File: config.mk
export PLATFORM = sky130hd
export DESIGN_NAME = seq_multiplier
export DESIGN_NICKNAME = d
export VERILOG_FILES = /design/src/rtl/seq_multiplier.sv
export SDC_FILE = /design/constraint.sdc
export NUM_CORES = 1
export LEC_CHECK = 0
export ABC_CLOCK_PERIOD_IN_PS = 17100
export CELL_PAD_IN_SITES_DETAIL_PLACEMENT = 0
export CELL_PAD_IN_SITES_GLOBAL_PLACEMENT = 1
export CORE_UTILIZATION = 28
export CTS_CLUSTER_DIAMETER = 40
export DETAILED_ROUTE_END_ITERATION = 8
export GPL_TIMING_DRIVEN = 1
export PLACE_DENSITY = 0.63
export SLEW_MARGIN = 5
export SYNTH_ARGS = -nofsm -noshare
export SYNTH_HDL_FRONTEND = slang
export SYNTH_SLANG_ARGS = --single-unit
File: constraint.sdc
create_clock -name clk -period 17.1 [get_ports clk]
set_clock_uncertainty 0.05 [all_clocks]
set_input_delay 3.42 -clock clk [delete_from_list [all_inputs] [get_ports clk]]
set_output_delay 3.42 -clock clk [all_outputs]
set_load 0.01 [all_outputs]
File: src/rtl/seq_multiplier.sv
// Sequential RV32M multiplier: one shift-add step per cycle over a 64-bit accumulator.
// Signed operands are reduced to magnitudes up front and the product sign is restored in DONE.
module seq_multiplier (
    input  logic        clk,
    input  logic        rst,
    input  logic        start,
    input  logic        flush,
    input  logic [1:0]  funct,
    input  logic [31:0] op_a,
    input  logic [31:0] op_b,
    output logic        busy,
    output logic        valid,
    output logic [31:0] result
);

    localparam logic [1:0] ST_IDLE = 2'd0;
    localparam logic [1:0] ST_RUN  = 2'd1;
    localparam logic [1:0] ST_DONE = 2'd2;

    localparam logic [1:0] FN_MUL    = 2'b00;
    localparam logic [1:0] FN_MULH   = 2'b01;
    localparam logic [1:0] FN_MULHSU = 2'b10;

    localparam logic [4:0] LAST_STEP = 5'd31;

    logic [1:0]  state_r;
    logic [63:0] acc_r;
    logic [31:0] mcand_r;
    logic [1:0]  funct_r;
    logic        sign_r;
    logic [4:0]  count_r;
    logic [31:0] result_r;

    logic        a_neg_s;
    logic        b_neg_s;
    logic [32:0] sum_s;
    logic [63:0] acc_step_s;
    logic [63:0] product_s;
    logic [31:0] word_s;
    logic        done_s;

    function automatic logic [32:0] ripple_add(input logic [31:0] x, input logic [31:0] y);
        logic        c;
        logic [32:0] s;
        c = 1'b0;
        s = 33'd0;
        for (int i = 0; i < 32; i++) begin
            s[i] = x[i] ^ y[i] ^ c;
            c    = (x[i] & y[i]) | (c & (x[i] ^ y[i]));
        end
        s[32] = c;
        return s;
    endfunction

    function automatic logic [31:0] magnitude(input logic [31:0] v, input logic neg);
        return neg ? (~v + 32'd1) : v;
    endfunction

    function automatic logic [63:0] negate64(input logic [63:0] v);
        return ~v + 64'd1;
    endfunction

    // Operand sign decode for the capture edge
    always_comb begin
        a_neg_s = 1'b0;
        b_neg_s = 1'b0;
        case (funct)
            FN_MULH: begin
                a_neg_s = op_a[31];
                b_neg_s = op_b[31];
            end
            FN_MULHSU: begin
                a_neg_s = op_a[31];
                b_neg_s = 1'b0;
            end
            default: begin
                a_neg_s = 1'b0;
                b_neg_s = 1'b0;
            end
        endcase
    end

    // One shift-add step; the 33rd sum bit shifts back into bit 63
    always_comb begin
        sum_s = ripple_add(acc_r[63:32], mcand_r);
        if (acc_r[0]) begin
            acc_step_s = {sum_s, acc_r[31:1]};
        end else begin
            acc_step_s = {1'b0, acc_r[63:1]};
        end
    end

    // Sign restoration and word select for the completing operation
    always_comb begin
        if (sign_r) begin
            product_s = negate64(acc_r);
        end else begin
            product_s = acc_r;
        end
        if (funct_r == FN_MUL) begin
            word_s = product_s[31:0];
        end else begin
            word_s = product_s[63:32];
        end
    end

    // Output decode: a flush or reset during DONE suppresses the pulse in that same cycle
    always_comb begin
        done_s = (state_r == ST_DONE) && !flush && !rst;
        busy   = (state_r != ST_IDLE);
        valid  = done_s;
        if (done_s) begin
            result = word_s;
        end else begin
            result = result_r;
        end
    end

    // Control FSM and datapath registers
    always_ff @(posedge clk) begin
        if (rst) begin
            state_r  <= ST_IDLE;
            acc_r    <= 64'd0;
            mcand_r  <= 32'd0;
            funct_r  <= 2'b00;
            sign_r   <= 1'b0;
            count_r  <= 5'd0;
            result_r <= 32'd0;
        end else begin
            case (state_r)
                ST_IDLE: begin
                    if (start && !flush) begin
                        mcand_r <= magnitude(op_a, a_neg_s);
                        acc_r   <= {32'd0, magnitude(op_b, b_neg_s)};
                        funct_r <= funct;
                        sign_r  <= a_neg_s ^ b_neg_s;
                        count_r <= 5'd0;
                        state_r <= ST_RUN;
                    end else begin
                        state_r <= ST_IDLE;
                    end
                end
                ST_RUN: begin
                    if (flush) begin
                        state_r <= ST_IDLE;
                    end else begin
                        acc_r   <= acc_step_s;
                        count_r <= count_r + 5'd1;
                        if (count_r == LAST_STEP) begin
                            state_r <= ST_DONE;
                        end else begin
                            state_r <= ST_RUN;
                        end
                    end
                end
                ST_DONE: begin
                    if (!flush) begin
                        result_r <= word_s;
                    end else begin
                        result_r <= result_r;
                    end
                    state_r <= ST_IDLE;
                end
                default: begin
                    state_r <= ST_IDLE;
                end
            endcase
        end
    end

endmodule

* Word level (Yosys, flattened, before mapping)
Index checks and enable logic that the tools add are counted.
** Storage, ports and cells
- Flip-flop bits (word level) :: 138
- Bits of input ports :: 70
- Logic and storage cells :: 211
** Operators by class
- Bitwise gates (word level) :: 162
- Reduce and logical (&&, ||, !) cells :: 13
- Equal/unequal tests :: 7
- Mux-type cells :: 18
- Add/subtract/negate cells :: 4
** Operator list (count)
- two-way mux 64 bit :: 4
- two-way mux 32 bit :: 4
- case mux 64 bit (2 select lines) :: 1
- adder 32 x 1 -> 32 bit (second input constant) :: 2
- adder 64 x 1 -> 64 bit (second input constant) :: 1
- inverter 32 bit :: 2
- inverter 64 bit :: 1
- XOR 1 bit :: 64
- AND 1 bit :: 63
- OR 1 bit :: 31
- two-way mux 5 bit :: 2
- case mux 5 bit (2 select lines) :: 1
- adder 5 x 1 -> 5 bit (second input constant) :: 1
- == test 5 bit (second input constant) :: 1
- == test 2 x 1 -> 1 bit (second input constant) :: 2
- == test 2 bit (second input constant) :: 2
- zero test 2 bit :: 2
- two-way mux 2 bit :: 2
- inequality test 2 bit (second input constant) :: 2
- case mux 2 bit (2 select lines) :: 1
- AND reduction 2 bit :: 2
- nonzero test 2 bit :: 2
- logical AND 1 bit :: 3
- two-way mux 1 bit :: 3
- other kinds (4) :: 5

* Longest topological paths before layout
Gate-level depths: netlist of run 1.
- Depth in word-level cells :: 66
- Mapped depth :: 38

* Least setup slack after synthesis of run 1
No wires, ideal clock.
- Kind :: reg-to-reg
- Start :: reg acc_r[32]
- End :: reg acc_r[62]
- Arrival time :: 12.502 ns
- Period minus slack after synthesis :: 12.685 ns
- Data required time :: 16.918 ns
- Cell stages (with the launch flop) :: 39
- Setup slack :: 4.415 ns
- Path buffers :: 0
- Cells stage by stage :: dfxtp_1 -> ha_1 -> inv_1 -> fa_1 -> fa_1 -> fa_1 -> fa_1 -> fa_1 -> fa_1 -> fa_1 -> fa_1 -> fa_1 -> fa_1 -> fa_1 -> fa_1 -> fa_1 -> fa_1 -> fa_1 -> (+3 left out) -> fa_1 -> fa_1 -> fa_1 -> fa_1 -> fa_1 -> fa_1 -> fa_1 -> fa_1 -> fa_1 -> fa_1 -> fa_1 -> inv_1 -> fa_1 -> inv_1 -> fa_1 -> nand2_1 -> o2111ai_1 -> a21oi_1
** Between the ends
- Cells in the longest elaborated chain, start to end :: 65
** RTL lines
- start: declaration :: line 27 : logic [63:0] acc_r;
- start signal: assignment :: line 134 : acc_r <= {32'd0, magnitude(op_b, b_neg_s)};
- start signal: assignment :: line 147 : acc_r <= acc_step_s;
- AND 1 bit (2 in series) :: line 49 : c = (x[i] & y[i]) | (c & (x[i] ^ y[i]));
- OR 1 bit :: line 49
- AND 1 bit :: line 49
- OR 1 bit :: line 49
- AND 1 bit :: line 49
- OR 1 bit :: line 49
- AND 1 bit :: line 49
- OR 1 bit :: line 49
- (+48 left out)
- AND 1 bit :: line 49
- OR 1 bit :: line 49
- AND 1 bit :: line 49
- OR 1 bit :: line 49
- XOR 1 bit :: line 48 : s[i] = x[i] ^ y[i] ^ c;
- two-way mux 64 bit :: line 86 : if (acc_r[0]) begin
- two-way mux 64 bit :: line 144 : if (flush) begin
- case mux 64 bit (2 select lines) :: line 130 : case (state_r)
Every way passes these cells. The select of a mux whose other input is x is not followed.
A chain may end at the register's enable or synchronous reset.

* Final worst setup path of run 1
- Start :: reg acc_r[32]
- End :: reg acc_r[63]
** Between the ends
- Cells in the longest elaborated chain, start to end :: 66
** RTL lines (line)
- AND 1 bit (2 in series) :: 49
- OR 1 bit :: 49
- AND 1 bit :: 49
- OR 1 bit :: 49
- AND 1 bit :: 49
- OR 1 bit :: 49
- AND 1 bit :: 49
- OR 1 bit :: 49
- (+49 left out)
- OR 1 bit :: 49
- AND 1 bit :: 49
- OR 1 bit :: 49
- AND 1 bit :: 49
- OR 1 bit :: 49
- two-way mux 64 bit :: 86
- two-way mux 64 bit :: 144
- case mux 64 bit (2 select lines) :: 130
Every way passes these cells. The select of a mux whose other input is x is not followed.

==> results of run 1 <==
==> power by group <==
group | internal (uW) | switching, uW
clock | 245 | 156
combinational | 62.8 | 106
sequential | 334 | 13.6
total | 642 | 275
==> critical path: cells and delay by family, from the launching register on <==
| kind | cells | cell delay [ns] |
|---|---|---|
| fa+ha+maj | 32 | 12.03 |
| flops | 1 | 0.45 |
| simple gates | 2 | 0.37 |
| buf+inv | 3 | 0.18 |
| compound gates | 1 | 0.07 |
==> cells in the mapped netlist (22+ instances only) <==
master     instances  area (um2)
nand2_1          174         653
dfxtp_1          138        2760
a21oi_1          121         606
nor2_1           117         439
inv_1             79         297
clkbuf_1          77         289
xnor2_1           59         517
o21ai_0           55         275
xor2_1            40         350
a211oi_1          33         248
nor3_1            32         160
fa_1              31         621
o2111ai_1         31         272
nand3_1           25         125
o31ai_1           25         188
a21o_1            22         165
==> layout by cell type, fill, tap and decap left out, drive strengths merged, types with 25 or more instances in the layout <==
master | netlist | routed
xnor2 | 59 | 59
a21oi | 121 | 121
xor2 | 40 | 40
o2111ai | 31 | 31
a211oi | 35 | 35
nor2 | 117 | 117
inv | 79 | 82
nand2 | 174 | 174
dfxtp | 138 | 138
fa | 31 | 31
nor3 | 33 | 33
o21ai | 55 | 55
clkdlybuf4s50 | 0 | 102
nand3 | 25 | 25
o31ai | 28 | 28
==> state kept, by name, summed over array words and instances, names as in the netlist <==
signal    cells
acc_r        64
mcand_r      32
result_r     32
count_r       5
funct_r       2
state_r       2
sign_r        1
==> layer usage <==
| layer | GRT usage | vias up |
|---|---|---|
| met2 | 0.279 | 254 |
| met1 | 0.273 | 4478 |
| met5 | 0 | - |
| met4 | 0.0478 | 0 |
| met3 | 0.0303 | 29 |
| li1 | - | 4603 |
==> per-stage QoR <==
step,worst slack [ns],power (uW),hold WS (ns),area [um2]
after global routing,3.35,962,0.404,11600
after CTS,3.88,927,0.393,11600
after floorplan,4.42,462,0.372,9670
final,3.90,917,0.392,11600
after detailed placement,3.91,523,0.383,11000
after global placement,4.02,522,0.380,11000
==> layout make-up <==
type / count / area share
multi-input combinational: 962 / 0.537
tap: 448 / 0.0483
sequential: 138 / 0.238
clock buffer: 18 / 0.0370
clock inverter: 14 / 0.0167
timing repair buffer: 116 / 0.0968
inverter: 79 / 0.0255
==> logic make-up (layout without fill, tap and decap cells) <==
family                   Yosys count  in the layout  synth area share
adder cells (fa/ha/maj)           38             38            0.0732
multiplexers                      12             12            0.0126
XOR/XNOR                          99             99            0.0897
buffers and inverters            180            227            0.0722
flip-flops                       138            138             0.286
AO/OA/AOI/OAI                    366            366             0.251
AND/OR/NAND/NOR                  447            447             0.216
==> path summary, 6_finish.rpt <==
path            endpoint
max            acc_r[63]
min          result_r[2]
max reg2reg    acc_r[63]
min reg2reg  result_r[2]
==> results.ini, run 1 <==
[die]
fp.dieW_um=188
initial_core_util=0.286
dieArea_um2=35300
pin_count=104
die_h_um=188
core.rowCount=67
coreArea_um2=33800

[global_route]
grt_overflow=0
grt_start_max_net_pins=84
grt_pass1_vias=8885
antenna_found_initial=0
grt_util_all_layers=0.186
grt_pass1_wl_um=51700

[power_and_ir_drop]
max-vdd-ir-drop_mv=0.0580
powerDensity_nw_per_um2=79.0
leakagePower_uw=0.00417

[placement]
dp_cells=1743
portBuffers=103
place_congestion=0.840
place_hpwl_um=23600

[route]
num_vias=9364
vias_per_cell=5.28
wl_met3_um=1430
wirelength_um=32200
drcViolationCount=0
drt_first_pass_iters=7
wl_met1_um=16300
wl_met2_um=13900
final_antenna_net_count=0
routed.top_layer=met4
drt-initial-drc-count=616
wl_per_cell_um=18.1

[layout]
fin_cells=1775
area_growth_syn_to_layout_pct=20.0
fillers=3533
register_area_um2=2770
finalNetCount=1422
utilization=0.344
multi_input_area_um2=6240
layout-drive-gt1-share=0.0535
insertedDiodeCount=0

[logic_synthesis]
avgSynthCellArea_um2=7.56
ys_seq_area_frac=0.286
synth_warnings=0
syn_nets=1388
synth-edff-count=0
async_flop_share=0
synth_area_um2=9670
synth-seq-cells=138
ys_types=65
synthFlopType=dfxtp_1
syn_inst=1280

[worst_setup_path]
reg2reg_depth=38
critical-path-max-stage-delay_ns=0.45
cp_slowest_cell=dfxtp_1
cp_common_cell=fa_1
startpoint_type=flip-flop
path_class=reg2reg
arrival_ns=13.51
cp_data_required_time_ns=17.41
cp_max_fo=7
crit_path_end_kind=flip-flop
r2r-start=acc_r[32]
startpoint=acc_r[32]
worst-r2r-setup-slack_ns=3.90

[sta]
hold_violations=0
clock.fmax_mhz=75.8
final.setup.tns_ns=0
slew_headroom=0.265
grt_setup_unrepaired=no
period_share=0.772
post-route-min-period_ns=13.20
setup_viol=0
worstMarginPinSlew_ns=1.10
slew_viol_final=0

[worst_hold_path]
min_from=result_r[2]
hold_path_depth=2
min_path_type=reg2reg

[clocking]
postCtsHoldBufs=0
numCtsBuffers=17
post_cts_resized=0
clk_latency_ns=0.43
clock_sinks=138
htree_num_levels=4
clockBufferDepth=2
cts_setup_buffers=0
cts-root-buf=clkbuf_16
path_clk_slew_ns=0.07
cts_tree=done

[status]
status=completed

[run]
maxCapViolations=0

Note: power is estimated with default switching activity, not from simulation.
==> run 2: changes to the inputs <==
--- a/config.mk
+++ b/config.mk
@@ -5,14 +5,14 @@
 export SDC_FILE = /design/constraint.sdc
 export NUM_CORES = 1
 export LEC_CHECK = 0
-export ABC_CLOCK_PERIOD_IN_PS = 17100
+export ABC_CLOCK_PERIOD_IN_PS = 10960
 export CELL_PAD_IN_SITES_DETAIL_PLACEMENT = 0
 export CELL_PAD_IN_SITES_GLOBAL_PLACEMENT = 1
 export CORE_UTILIZATION = 28
 export CTS_CLUSTER_DIAMETER = 40
 export DETAILED_ROUTE_END_ITERATION = 8
 export GPL_TIMING_DRIVEN = 1
-export PLACE_DENSITY = 0.63
+export PLACE_DENSITY = 0.66
 export SLEW_MARGIN = 5
 export SYNTH_ARGS = -nofsm -noshare
 export SYNTH_HDL_FRONTEND = slang
==> constraint.sdc (replaced) <==
create_clock -name clk -period 10.96 [get_ports clk]
set_clock_uncertainty 0.05 [all_clocks]
set_input_delay 2.192 -clock clk [delete_from_list [all_inputs] [get_ports clk]]
set_output_delay 2.192 -clock clk [all_outputs]
set_load 0.01 [all_outputs]
==> run 2 against run 1 <==
Net effect: via count shrank 0.44%; sequential power grew 56%; non-clock buffer count grew 9; wire length shrank 1.8%; register-to-register slack lost 4.7 ns; global-route usage shrank 0.42 points; die area is the same; the run now ends with setup timing left.
==> results.ini, run 2 (synthesis results as in run 1) <==
[status]
status=finished with violations
failed_checks=setup timing

[die]
coreArea_um2=33800
die_h_um=188
dieArea_um2=35300
pin_count=104
initial_core_util=0.286
core.rowCount=67
fp.dieW_um=188

[power_and_ir_drop]
p_total_uw=1440
seq_power_share=0.376
powerDensity_nw_per_um2=122
switchingPower_uw=419
max-vdd-ir-drop_mv=0.101
sw_frac_of_total=0.291
leakagePower_uw=0.00424
combPwrFrac=0.181
power_frac_clock=0.442
internal-power_uw=1020

[sta]
worstMarginPinSlew_ns=1.10
period_share=1.07
slew_headroom=0.263
slew_viol_final=0
final.setup.tns_ns=-2.33
hold_violations=0
grt_setup_unrepaired=yes
worst_slack_ns=-0.761
clock.fmax_mhz=85.3
post-route-min-period_ns=11.72
setup_viol=4

[clocking]
numCtsBuffers=17
clock_sinks=138
clockBufferDepth=2
clk_latency_ns=0.43
path_clk_slew_ns=0.06
htree_num_levels=4
cts_tree=done
postCtsHoldBufs=0
cts-root-buf=clkbuf_16

[worst_setup_path]
arrival_ns=11.96
critical-path-max-stage-delay_ns=0.47
cp_max_fo=2
cp_common_cell=fa_2
crit_path_end_kind=flip-flop
cp_data_required_time_ns=11.20
cp_slowest_cell=fa_1
startpoint_type=flip-flop
reg2reg_depth=38
worst-r2r-setup-slack_ns=-0.76
r2r-end=acc_r[62]
path_class=reg2reg
r2r-start=acc_r[32]

[route]
wirelength_um=31600
final_antenna_net_count=0
num_vias=9323
drcViolationCount=0
wl_per_cell_um=17.7
drt_first_pass_iters=5
drt-initial-drc-count=568
vias_per_cell=5.23

[placement]
place_hpwl_um=23400
place_congestion=0.857
portBuffers=103
dp_cells=1752

[global_route]
grt_start_max_net_pins=84
grt_pass1_vias=8786
antenna_found_initial=0
grt_pass1_wl_um=50800
grt_util_all_layers=0.182
grt_overflow=0

[layout]
top_register=acc_r
layout-drive-gt1-share=0.0861
fin_cells=1784
mostFrequentLayoutCells=nand2_1 (174), dfxtp_1 (134), a21oi_1 (120), nor2_1 (115), clkdlybuf4s50_1 (102)
largest_reg_flops=64
multi_input_area_um2=6340
fillers=3567
final_common_cell=nand2_1
reg_top3=acc_r: 64 flops, mcand_r: 32 flops, result_r: 32 flops
utilization=0.349
finalNetCount=1431
insertedDiodeCount=0
register_area_um2=2770
area_growth_syn_to_layout_pct=22.0

[worst_hold_path]
min_path_type=reg2reg
hold_path_depth=2
min_from=result_r[14]
holdPathEnd=result_r[14]

[run]
maxCapViolations=0

[run 2: worst max-delay path by stage]
stage / startpoint / endpoint / slack, ns
detailed placement: mcand_r[0] / acc_r[63] / -0.85
global route: acc_r[32] / acc_r[62] / -1.02
CTS: acc_r[32] / acc_r[62] / -0.82
floorplan: acc_r[32] / acc_r[62] / -0.50
finish: acc_r[32] / acc_r[62] / -0.76
global placement: mcand_r[0] / acc_r[63] / -0.72
[run 2: critical path: cells and delay by family (launching register included)]
| family | cells | cell delay (ns) |
|---|---|---|
| adders and majority gates | 32 | 10.78 |
| DFF | 1 | 0.36 |
| AOI/OAI and AO/OA | 2 | 0.17 |
| buffers and inverters | 3 | 0.14 |
| and+or+nand+nor | 1 | 0.06 |
[run 2: timing repair]
| item | CTS | global route |
|---|---|---|
| pin swaps | 5 | 2 |
| resized for setup | 1 | 3 |
| setup endpoints to repair | 4 | 5 |
| endpoints found under the hold margin | 0 | 0 |
| cloned | 0 | 0 |
| setup buffers | 0 | 0 |
[run 2: cell type report]
type                    instances  share of cell area
multi-input cells             962               0.537
flip-flops and latches        138               0.235
repair buffers                125               0.101
well taps                     448              0.0475
clock buffers                  23              0.0405
inverters                      79              0.0251
clock inverters                 9              0.0136
[run 2: layer usage]
layer / routed length (um) / GRT usage / share of wire / vias to the layer above
li1: - / - / - / 4600
met3: 1270 / 0.0241 / 0.040 / 22
met2: 14000 / 0.276 / 0.44 / 218
met4: 356 / 0.0457 / 0.011 / 0
met1: 16000 / 0.267 / 0.51 / 4483
met5: 0 / 0 / 0 / -
[run 2: power by group through the flow]
stage / Sequential, uW / Combinational (uW) / Clock (uW)
CTS: 542 / 261 / 650
global route: 545 / 291 / 669
global placement: 553 / 260 / 0
finish: 542 / 261 / 637
floorplan: 544 / 177 / 0
detailed placement: 553 / 260 / 0
[run 2: stage by stage]
step           hold WS [ns]  area [um2]  worst slack [ns]
3_5_place_dp          0.383       11100            -0.853
5_1_grt               0.404       11800             -1.02
3_3_place_gp          0.379       11100            -0.715
6_report              0.390       11800            -0.761
2_1_floorplan         0.372        9760            -0.499
4_1_cts               0.393       11800            -0.823
